### src/rtl/vga_sync_gen.sv
// vga_sync_gen: pixel-rate divider plus horizontal/vertical position counters
// and registered sync/blanking decode for a VGA raster (640x480 @ 60 Hz default).
//
// Ports:
//   Clk         system clock, all state updates on the rising edge
//   reset       asynchronous, active-high reset
//   Posx        horizontal position, 0..H_TOT-1
//   Posy        vertical position, 0..V_TOT-1
//   hsync       horizontal sync, active level SYNC_POL
//   vsync       vertical sync, active level SYNC_POL
//   video_on    high while (Posx,Posy) lies in the visible area
//   pixel_tick  one-Clk pulse per pixel period
//   frame_start one-Clk pulse after the counters wrap to (0,0)
module vga_sync_gen #(
    parameter int DIV      = 2,
    parameter int H_VIS    = 640,
    parameter int H_FP     = 16,
    parameter int H_SYNC   = 96,
    parameter int H_BP     = 48,
    parameter int V_VIS    = 480,
    parameter int V_FP     = 10,
    parameter int V_SYNC   = 2,
    parameter int V_BP     = 33,
    parameter int SYNC_POL = 0
) (
    input  logic        Clk,
    input  logic        reset,
    output logic [10:0] Posx,
    output logic [10:0] Posy,
    output logic        hsync,
    output logic        vsync,
    output logic        video_on,
    output logic        pixel_tick,
    output logic        frame_start
);

    localparam int H_TOT = H_VIS + H_FP + H_SYNC + H_BP;
    localparam int V_TOT = V_VIS + V_FP + V_SYNC + V_BP;
    localparam int DW    = (DIV > 1) ? $clog2(DIV) : 1;

    localparam logic [10:0] X_LAST = 11'(H_TOT - 1);
    localparam logic [10:0] Y_LAST = 11'(V_TOT - 1);
    localparam logic [10:0] X_VIS  = 11'(H_VIS);
    localparam logic [10:0] Y_VIS  = 11'(V_VIS);
    localparam logic [10:0] HS_BEG = 11'(H_VIS + H_FP);
    localparam logic [10:0] HS_END = 11'(H_VIS + H_FP + H_SYNC - 1);
    localparam logic [10:0] VS_BEG = 11'(V_VIS + V_FP);
    localparam logic [10:0] VS_END = 11'(V_VIS + V_FP + V_SYNC - 1);
    localparam logic [DW-1:0] D_LAST = DW'(DIV - 1);
    localparam logic POL = (SYNC_POL != 0);

    // 11-bit position counters cannot represent larger rasters.
    generate
        if (H_TOT > 2047 || V_TOT > 2047) begin : g_bad_total
            $error("vga_sync_gen: H_TOT/V_TOT exceed 11-bit counter range");
        end
        if (DIV < 1 || DIV > 16) begin : g_bad_div
            $error("vga_sync_gen: DIV must be in 1..16");
        end
    endgenerate

    logic [DW-1:0] div_cnt;
    logic [DW-1:0] div_nxt;
    logic [10:0]   x_nxt;
    logic [10:0]   y_nxt;
    logic          hs_act;
    logic          vs_act;
    logic          vis_nxt;
    logic          wrap;

    always_comb begin
        div_nxt = (div_cnt == D_LAST) ? '0 : div_cnt + DW'(1);
        x_nxt   = Posx;
        y_nxt   = Posy;
        wrap    = 1'b0;
        if (pixel_tick) begin
            if (Posx == X_LAST) begin
                x_nxt = '0;
                if (Posy == Y_LAST) begin
                    y_nxt = '0;
                    wrap  = 1'b1;
                end else begin
                    y_nxt = Posy + 11'd1;
                end
            end else begin
                x_nxt = Posx + 11'd1;
            end
        end
    end

    // Decode from the next-state counters so the registered sync and
    // blanking outputs line up with the Posx/Posy they accompany.
    always_comb begin
        hs_act  = (x_nxt >= HS_BEG) && (x_nxt <= HS_END);
        vs_act  = (y_nxt >= VS_BEG) && (y_nxt <= VS_END);
        vis_nxt = (x_nxt < X_VIS) && (y_nxt < Y_VIS);
    end

    always_ff @(posedge Clk or posedge reset) begin
        if (reset) begin
            div_cnt     <= '0;
            pixel_tick  <= 1'b0;
            Posx        <= '0;
            Posy        <= '0;
            hsync       <= ~POL;
            vsync       <= ~POL;
            video_on    <= 1'b1;
            frame_start <= 1'b0;
        end else begin
            div_cnt     <= div_nxt;
            // tick is high in the cycle where div_cnt sits at DIV-1
            pixel_tick  <= (div_nxt == D_LAST);
            Posx        <= x_nxt;
            Posy        <= y_nxt;
            hsync       <= hs_act ? POL : ~POL;
            vsync       <= vs_act ? POL : ~POL;
            video_on    <= vis_nxt;
            frame_start <= wrap;
        end
    end

endmodule
### config.mk
export PLATFORM = sky130hd
export DESIGN_NAME = vga_sync_gen
export DESIGN_NICKNAME = d
export VERILOG_FILES = /design/src/rtl/vga_sync_gen.sv
export SDC_FILE = /design/constraint.sdc
export NUM_CORES = 1
export LEC_CHECK = 0
export BUFFER_PORTS_ARGS = -buffer_cell sky130_fd_sc_hd__buf_2
export CELL_PAD_IN_SITES_DETAIL_PLACEMENT = 0
export CELL_PAD_IN_SITES_GLOBAL_PLACEMENT = 2
export CORE_MARGIN = 1
export CORE_UTILIZATION = 34
export DETAILED_ROUTE_END_ITERATION = 7
export GPL_ROUTABILITY_DRIVEN = 0
export PLACE_DENSITY = 0.9
export SLEW_MARGIN = 20
export SYNTH_ARGS = -nofsm -noshare
export SYNTH_HDL_FRONTEND = slang
export SYNTH_SLANG_ARGS = --single-unit
### constraint.sdc
create_clock -name Clk -period 3 [get_ports Clk]
set_clock_uncertainty 0.2 [all_clocks]
set_input_delay 0.3 -clock Clk [delete_from_list [all_inputs] [get_ports Clk]]
set_output_delay 0.3 -clock Clk [all_outputs]
set_load 0.01 [all_outputs]
---- Word level (Yosys, flattened, before mapping) ----
Index checks and enable logic that the tools add are counted.
word-level totals
  register bits ........................... 27
  word-level logic and storage cells ...... 32
cells by class
  muxes and demuxes ....................... 11
  $add $sub $neg .......................... 3
  equal/unequal tests ..................... 2
  reduce and logical (&&, ||, !) cells .... 3
  $lt $le $gt $ge ......................... 6
operator list
  cell                                                                                   number
  11-bit 2-to-1 mux                                                                      5
  11-bit by 1-bit adder with 11-bit output, second input constant                        2
  11-bit by 10-bit equality test with 1-bit output, second input constant                2
  11-bit by 10-bit greater-or-equal comparator with 1-bit output, second input constant  1
  11-bit by 9-bit greater-or-equal comparator with 1-bit output, second input constant   1
  11-bit by 10-bit <= comparator with 1-bit output, second input constant                1
  11-bit by 9-bit <= comparator with 1-bit output, second input constant                 1
  11-bit by 10-bit < comparator with 1-bit output, second input constant                 1
  11-bit by 9-bit < comparator with 1-bit output, second input constant                  1
  1-bit 2-to-1 mux                                                                       6
  1-bit logical AND                                                                      3
  1-bit adder, second input constant                                                     1

---- Depth between registers and ports, before layout ----
  word-level depth ........................ 7
  mapped depth ............................ 9
  mapped depth without buffers ............ 7

---- Worst setup path before layout ----
OpenSTA, ideal clock, no wires.
  path type ............................... register to register
  from .................................... register Posx[7]
  to ...................................... register video_on
  setup slack ............................. 383 ps
  path buffers ............................ 3
  stages on the path, launching flop included .. 10
  setup time .............................. 96 ps
  required time ........................... 2704 ps
  data arrival time ....................... 2320 ps
  cell sequence ........................... dfrtp_1 > buf_6 > or4b_4 > buf_6 > or4_4 > buf_6 > nor2_8 > xor2_2 > and4_1 > nor4bb_1
between the ends
  word-level cells in the longest chain between the ends .. 5
  elaborated cells between the ends (all ways) .. 9
  those cells by class .................... add/sub: 1; order compare: 2; eq/ne: 1; mux: 4; reduce/logical: 1
ends and longest elaborated chain
  what                                              RTL line  text
  start: declaration                                28        output logic [10:0] Posx,
  start signal: assignment                          113       Posx <= x_nxt;
  11-bit by 10-bit equality test with 1-bit output  77        if (Posx == X_LAST) begin
  11-bit 2-to-1 mux                                 77
  11-bit 2-to-1 mux                                 76        if (pixel_tick) begin
  via y_nxt[6]                                      65        logic [10:0] y_nxt;
  11-bit by 9-bit < comparator with 1-bit output    96        vis_nxt = (x_nxt < X_VIS) && (y_nxt < Y_VIS);
  1-bit logical AND                                 96
  via vis_nxt                                       68        logic vis_nxt;
  end signal: assignment                            117       video_on <= vis_nxt;
  end: declaration                                  32        output logic video_on,
The timed path passes the listed nets, and every way through them passes these cells.

---- Final worst setup path ----
  from .................................... register Posx[5]
  to ...................................... register video_on
The elaborated chain is that of the path after synthesis.

==> results_tabular.tex <==
\begin{tabular}{lr}
\hline
Metric & Value \\
\hline
\multicolumn{2}{l}{\textbf{Routing}} \\
\quad Vias per inst & 5.35 \\
\quad Remaining number of nets flagged by the antenna check after routing & 0 \\
\quad Total detailed-routing wirelength & 3.55 mm \\
\quad Vias & 1,269 \\
\quad Number of iterations in the first detailed-routing pass & 4 \\
\quad Post-route DRC violation count & 0 \\
\quad Drt initial violations & 104 \\
\quad Average detailed-routed wire length per instance & 15.0 microns \\
\multicolumn{2}{l}{\textbf{Final layout}} \\
\quad Signed area change from the synthesized netlist to the final layout & 14.9\% \\
\quad Multi-input gate area in the final layout & 771 sq um \\
\quad Post-route non-filler standard cell count & 237 \\
\quad Footprint of the flip-flops and latches & 679 sq um \\
\quad Commonest non-fill, non-tap cell in the layout & sky130\_fd\_sc\_hd\_\_buf\_2 \\
\quad Final-layout fill cell count & 425 \\
\quad Commonest non-fill, non-tap cells in the layout & sky130\_fd\_sc\_hd\_\_buf\_2 (28), sky130\_fd\_sc\_hd\_\_dfrtp\_1 (24), sky130\_fd\_sc\_hd\_\_nand3\_1 (18) \\
\quad Proportion of layout cells with a drive suffix above 1 & 24.9\% \\
\quad Number of antenna cells inserted & 0 \\
\quad Number of nets in the layout & 191 \\
\multicolumn{2}{l}{\textbf{GRT}} \\
\quad Largest net degree at the start of global routing & 27 \\
\quad Total grt overflow & 0 \\
\quad Initial antenna violation count & 0 \\
\quad First-pass GRT wire length & 6.04 mm \\
\quad Number of global-route vias before repair & 1,196 \\
\quad GRT Resource Usage Total & 15.6\% \\
\multicolumn{2}{l}{\textbf{Synthesis}} \\
\quad Leading post-synthesis cells by cell area & sky130\_fd\_sc\_hd\_\_dfrtp\_1 (39\%), sky130\_fd\_sc\_hd\_\_xnor2\_1 (6.3\%), sky130\_fd\_sc\_hd\_\_nand3\_1 (5.9\%), sky130\_fd\_sc\_hd\_\_dfstp\_2 (5.1\%), sky130\_fd\_sc\_hd\_\_nand2\_1 (3.4\%) \\
\quad Yosys reg bits & 27 \\
\quad Commonest register cell after synthesis & sky130\_fd\_sc\_hd\_\_dfrtp\_1 \\
\quad Synth top area share & 39.2\% \\
\quad Share of the yosys chip area belonging to registers & 44.4\% \\
\quad Number of flops mapped to enable cells by yosys & 0 \\
\quad Cell area after synthesis & 0.00153 sq mm \\
\quad Count of different cell masters after synthesis & 45 \\
\quad Share of flip-flops with an asynchronous set or reset & 100\% \\
\quad Syn\_nets & 163 \\
\quad Warnings, synthesis & 0 \\
\quad Most area-hungry cell type in the Yosys netlist & sky130\_fd\_sc\_hd\_\_dfrtp\_1 \\
\quad Mean instance size in the synthesized netlist & 9.69 sq um \\
\quad Synthesized netlist cell count & 158 \\
\multicolumn{2}{l}{\textbf{Power}} \\
\quad P per Cell Area & 338 mW/mm\^{}2 \\
\quad Max rail drop VDD & 0.194 mV \\
\quad Leakage power total & 0.000832 uW \\
\quad Sum of internal, switching and leakage power & 594 uW \\
\multicolumn{2}{l}{\textbf{Die}} \\
\quad CORE AREA & 0.00435 sq mm \\
\quad Top-Level Pins & 29 \\
\quad Die height & 69.1 microns \\
\quad Number of core rows & 24 \\
\quad Floorplan die area & 0.00478 sq mm \\
\quad Die Span X & 69.1 microns \\
\quad Effective utilization at floorplan & 35.2\% \\
\multicolumn{2}{l}{\textbf{Setup path}} \\
\quad Critical path peak fanout & 7 \\
\quad Req. time, crit path & 2.98 ns \\
\quad Worst setup path class & reg -> reg \\
\quad Kind of start point of the critical path & flop \\
\quad Kind of end point of the critical path & flop \\
\quad Data arrival time of the worst path & 2.57 ns \\
\quad Logic depth of the worst register-to-register path & 6 \\
\multicolumn{2}{l}{\textbf{Clock network}} \\
\quad TritonCTS Buffers & 3 \\
\quad \# H-tree levels & 1 \\
\quad Root buf cell & sky130\_fd\_sc\_hd\_\_clkbuf\_8 \\
\quad CTS tree & yes \\
\quad Buffers inserted during post-CTS setup optimization & 0 \\
\quad Largest buffer count on any clock path & 2 \\
\quad Clock network latency to the later pin of the worst-skew pair & 0.28 ns \\
\quad Number of sinks on the clock net & 27 \\
\quad Clock-pin slew on the worst setup and hold paths & 0.11 ns \\
\multicolumn{2}{l}{\textbf{Placed design}} \\
\quad Dpl hpwl & 2.54 mm \\
\quad Number of cells after detailed placement & 232 \\
\quad IO buf count & 28 \\
\multicolumn{2}{l}{\textbf{Timing}} \\
\quad RSZ-0062 raised after global routing & false \\
\quad Hold violation count in the final report & 0 \\
\quad Least-Margin Pin Slew & 0.585 ns \\
\quad Crit share post-route & 86.3\% \\
\quad Count of final setup violators & 0 \\
\quad Clock period minus final worst setup slack & 2.59 ns \\
\quad Count of pins over their slew limit & 0 \\
\quad Relative max-transition margin & 60.9\% \\
\quad Highest achievable clock rate & 386 MHz \\
\quad Setup\_tns & 0 ns \\
\multicolumn{2}{l}{\textbf{Job}} \\
\quad \# Max-Cap Violations & 0 \\
\multicolumn{2}{l}{\textbf{Min path}} \\
\quad Type of the worst min-delay path & reg -> reg \\
\quad Hold depth & 1 \\
\multicolumn{2}{l}{\textbf{Status}} \\
\quad Outcome & completed \\
\hline
\end{tabular}
-- report_power, final --
group          switching [uW]  internal [uW]
combinational            7.98           2.26
sequential                  0            364
clock                     126           94.5
-- cells by family (layout without fill, tap and decap cells) --
logic type      after synthesis  in the layout  share of synthesized area [%]
compound gates               19             19                           8.17
buf+inv                      15             42                           5.31
simple gates                 77             77                           29.3
flops                        27             27                           44.4
mux                           1              1                          0.735
fa+ha+maj                     3              3                           2.45
xor+xnor                     16             16                           9.64
-- critical path, cell delays in order (launching register included) --
cell                       delay, ns
sky130_fd_sc_hd__dfrtp_1        0.47
sky130_fd_sc_hd__or4b_4         0.61
sky130_fd_sc_hd__or4_4          0.51
sky130_fd_sc_hd__nor2_8         0.14
sky130_fd_sc_hd__xor2_2         0.07
sky130_fd_sc_hd__and4_1         0.22
sky130_fd_sc_hd__nor4bb_1       0.26
-- metal layers --
layer,GRT usage [%],part of all wire (%),vias to the layer above
li1,-,-,620
met1,21.8,46,601
met2,24.7,47,46
met3,3.36,6.3,2
met4,3.40,0.42,0
met5,0,0,-
-- stage by stage --
step / area (sq um) / util (%) / hold WS [ns] / setup WS [ns]
2_1_floorplan: 1530 / - / 0.150 / 0.383
3_3_place_gp: 1700 / 39.1 / 0.337 / 0.474
3_5_place_dp: 1700 / 39.1 / 0.349 / 0.452
4_1_cts: 1750 / 40.2 / 0.0858 / 0.414
5_1_grt: 1760 / 40.4 / 0.400 / 0.260
6_report: 1760 / 40.4 / 0.375 / 0.412
-- sequential cells by signal, summed over array words and instances, names as in the netlist --
register / count
frame_start: 1
vsync: 1
div_cnt: 1
Posy: 11
Posx: 11
video_on: 1
hsync: 1
-- synthesized netlist by cell type (2+ instances only) --
cell type / count
sky130_fd_sc_hd__or3_1: 2
sky130_fd_sc_hd__nor3_1: 5
sky130_fd_sc_hd__inv_1: 6
sky130_fd_sc_hd__nand4b_1: 2
sky130_fd_sc_hd__dfstp_2: 3
sky130_fd_sc_hd__o21ai_0: 6
sky130_fd_sc_hd__nor4_1: 3
sky130_fd_sc_hd__ha_1: 3
sky130_fd_sc_hd__nand3_1: 18
sky130_fd_sc_hd__buf_2: 2
sky130_fd_sc_hd__buf_6: 3
sky130_fd_sc_hd__o21ai_1: 2
sky130_fd_sc_hd__nand2_1: 14
sky130_fd_sc_hd__clkbuf_1: 4
sky130_fd_sc_hd__xor2_1: 4
sky130_fd_sc_hd__and3_1: 2
sky130_fd_sc_hd__and4_1: 3
sky130_fd_sc_hd__xnor2_1: 11
sky130_fd_sc_hd__nor2_1: 9
sky130_fd_sc_hd__dfrtp_1: 24
sky130_fd_sc_hd__o211ai_1: 2
sky130_fd_sc_hd__nand4_1: 7
-- worst paths after layout --
check | startpoint | endpoint | slack (ns)
setup / recovery | Posx[5] | video_on | 0.41
hold / removal | Posy[10] | Posy[10] | 0.37
setup reg to reg | Posx[5] | video_on | 0.41
hold reg to reg | Posy[10] | Posy[10] | 0.37
max in group asynchronous | reset | video_on | 1.60
min in group asynchronous | reset | div_cnt | 0.43
-- area by class of cell --
class	count	share of cell area, %
multi-input combinational	116	43.8
inverter	6	1.28
timing repair buffer	32	9.82
clock inverter	1	0.427
clock buffer	3	2.35
tap	52	3.70
sequential	27	38.6
-- repair_timing --
action / in CTS / in global routing
resized for setup: 0 / 0
hold buffers: 0 / 1
hold endpoints to repair: 0 / 24
endpoints found under the setup margin: 0 / 0
Power figures use the tool's default switching activity.
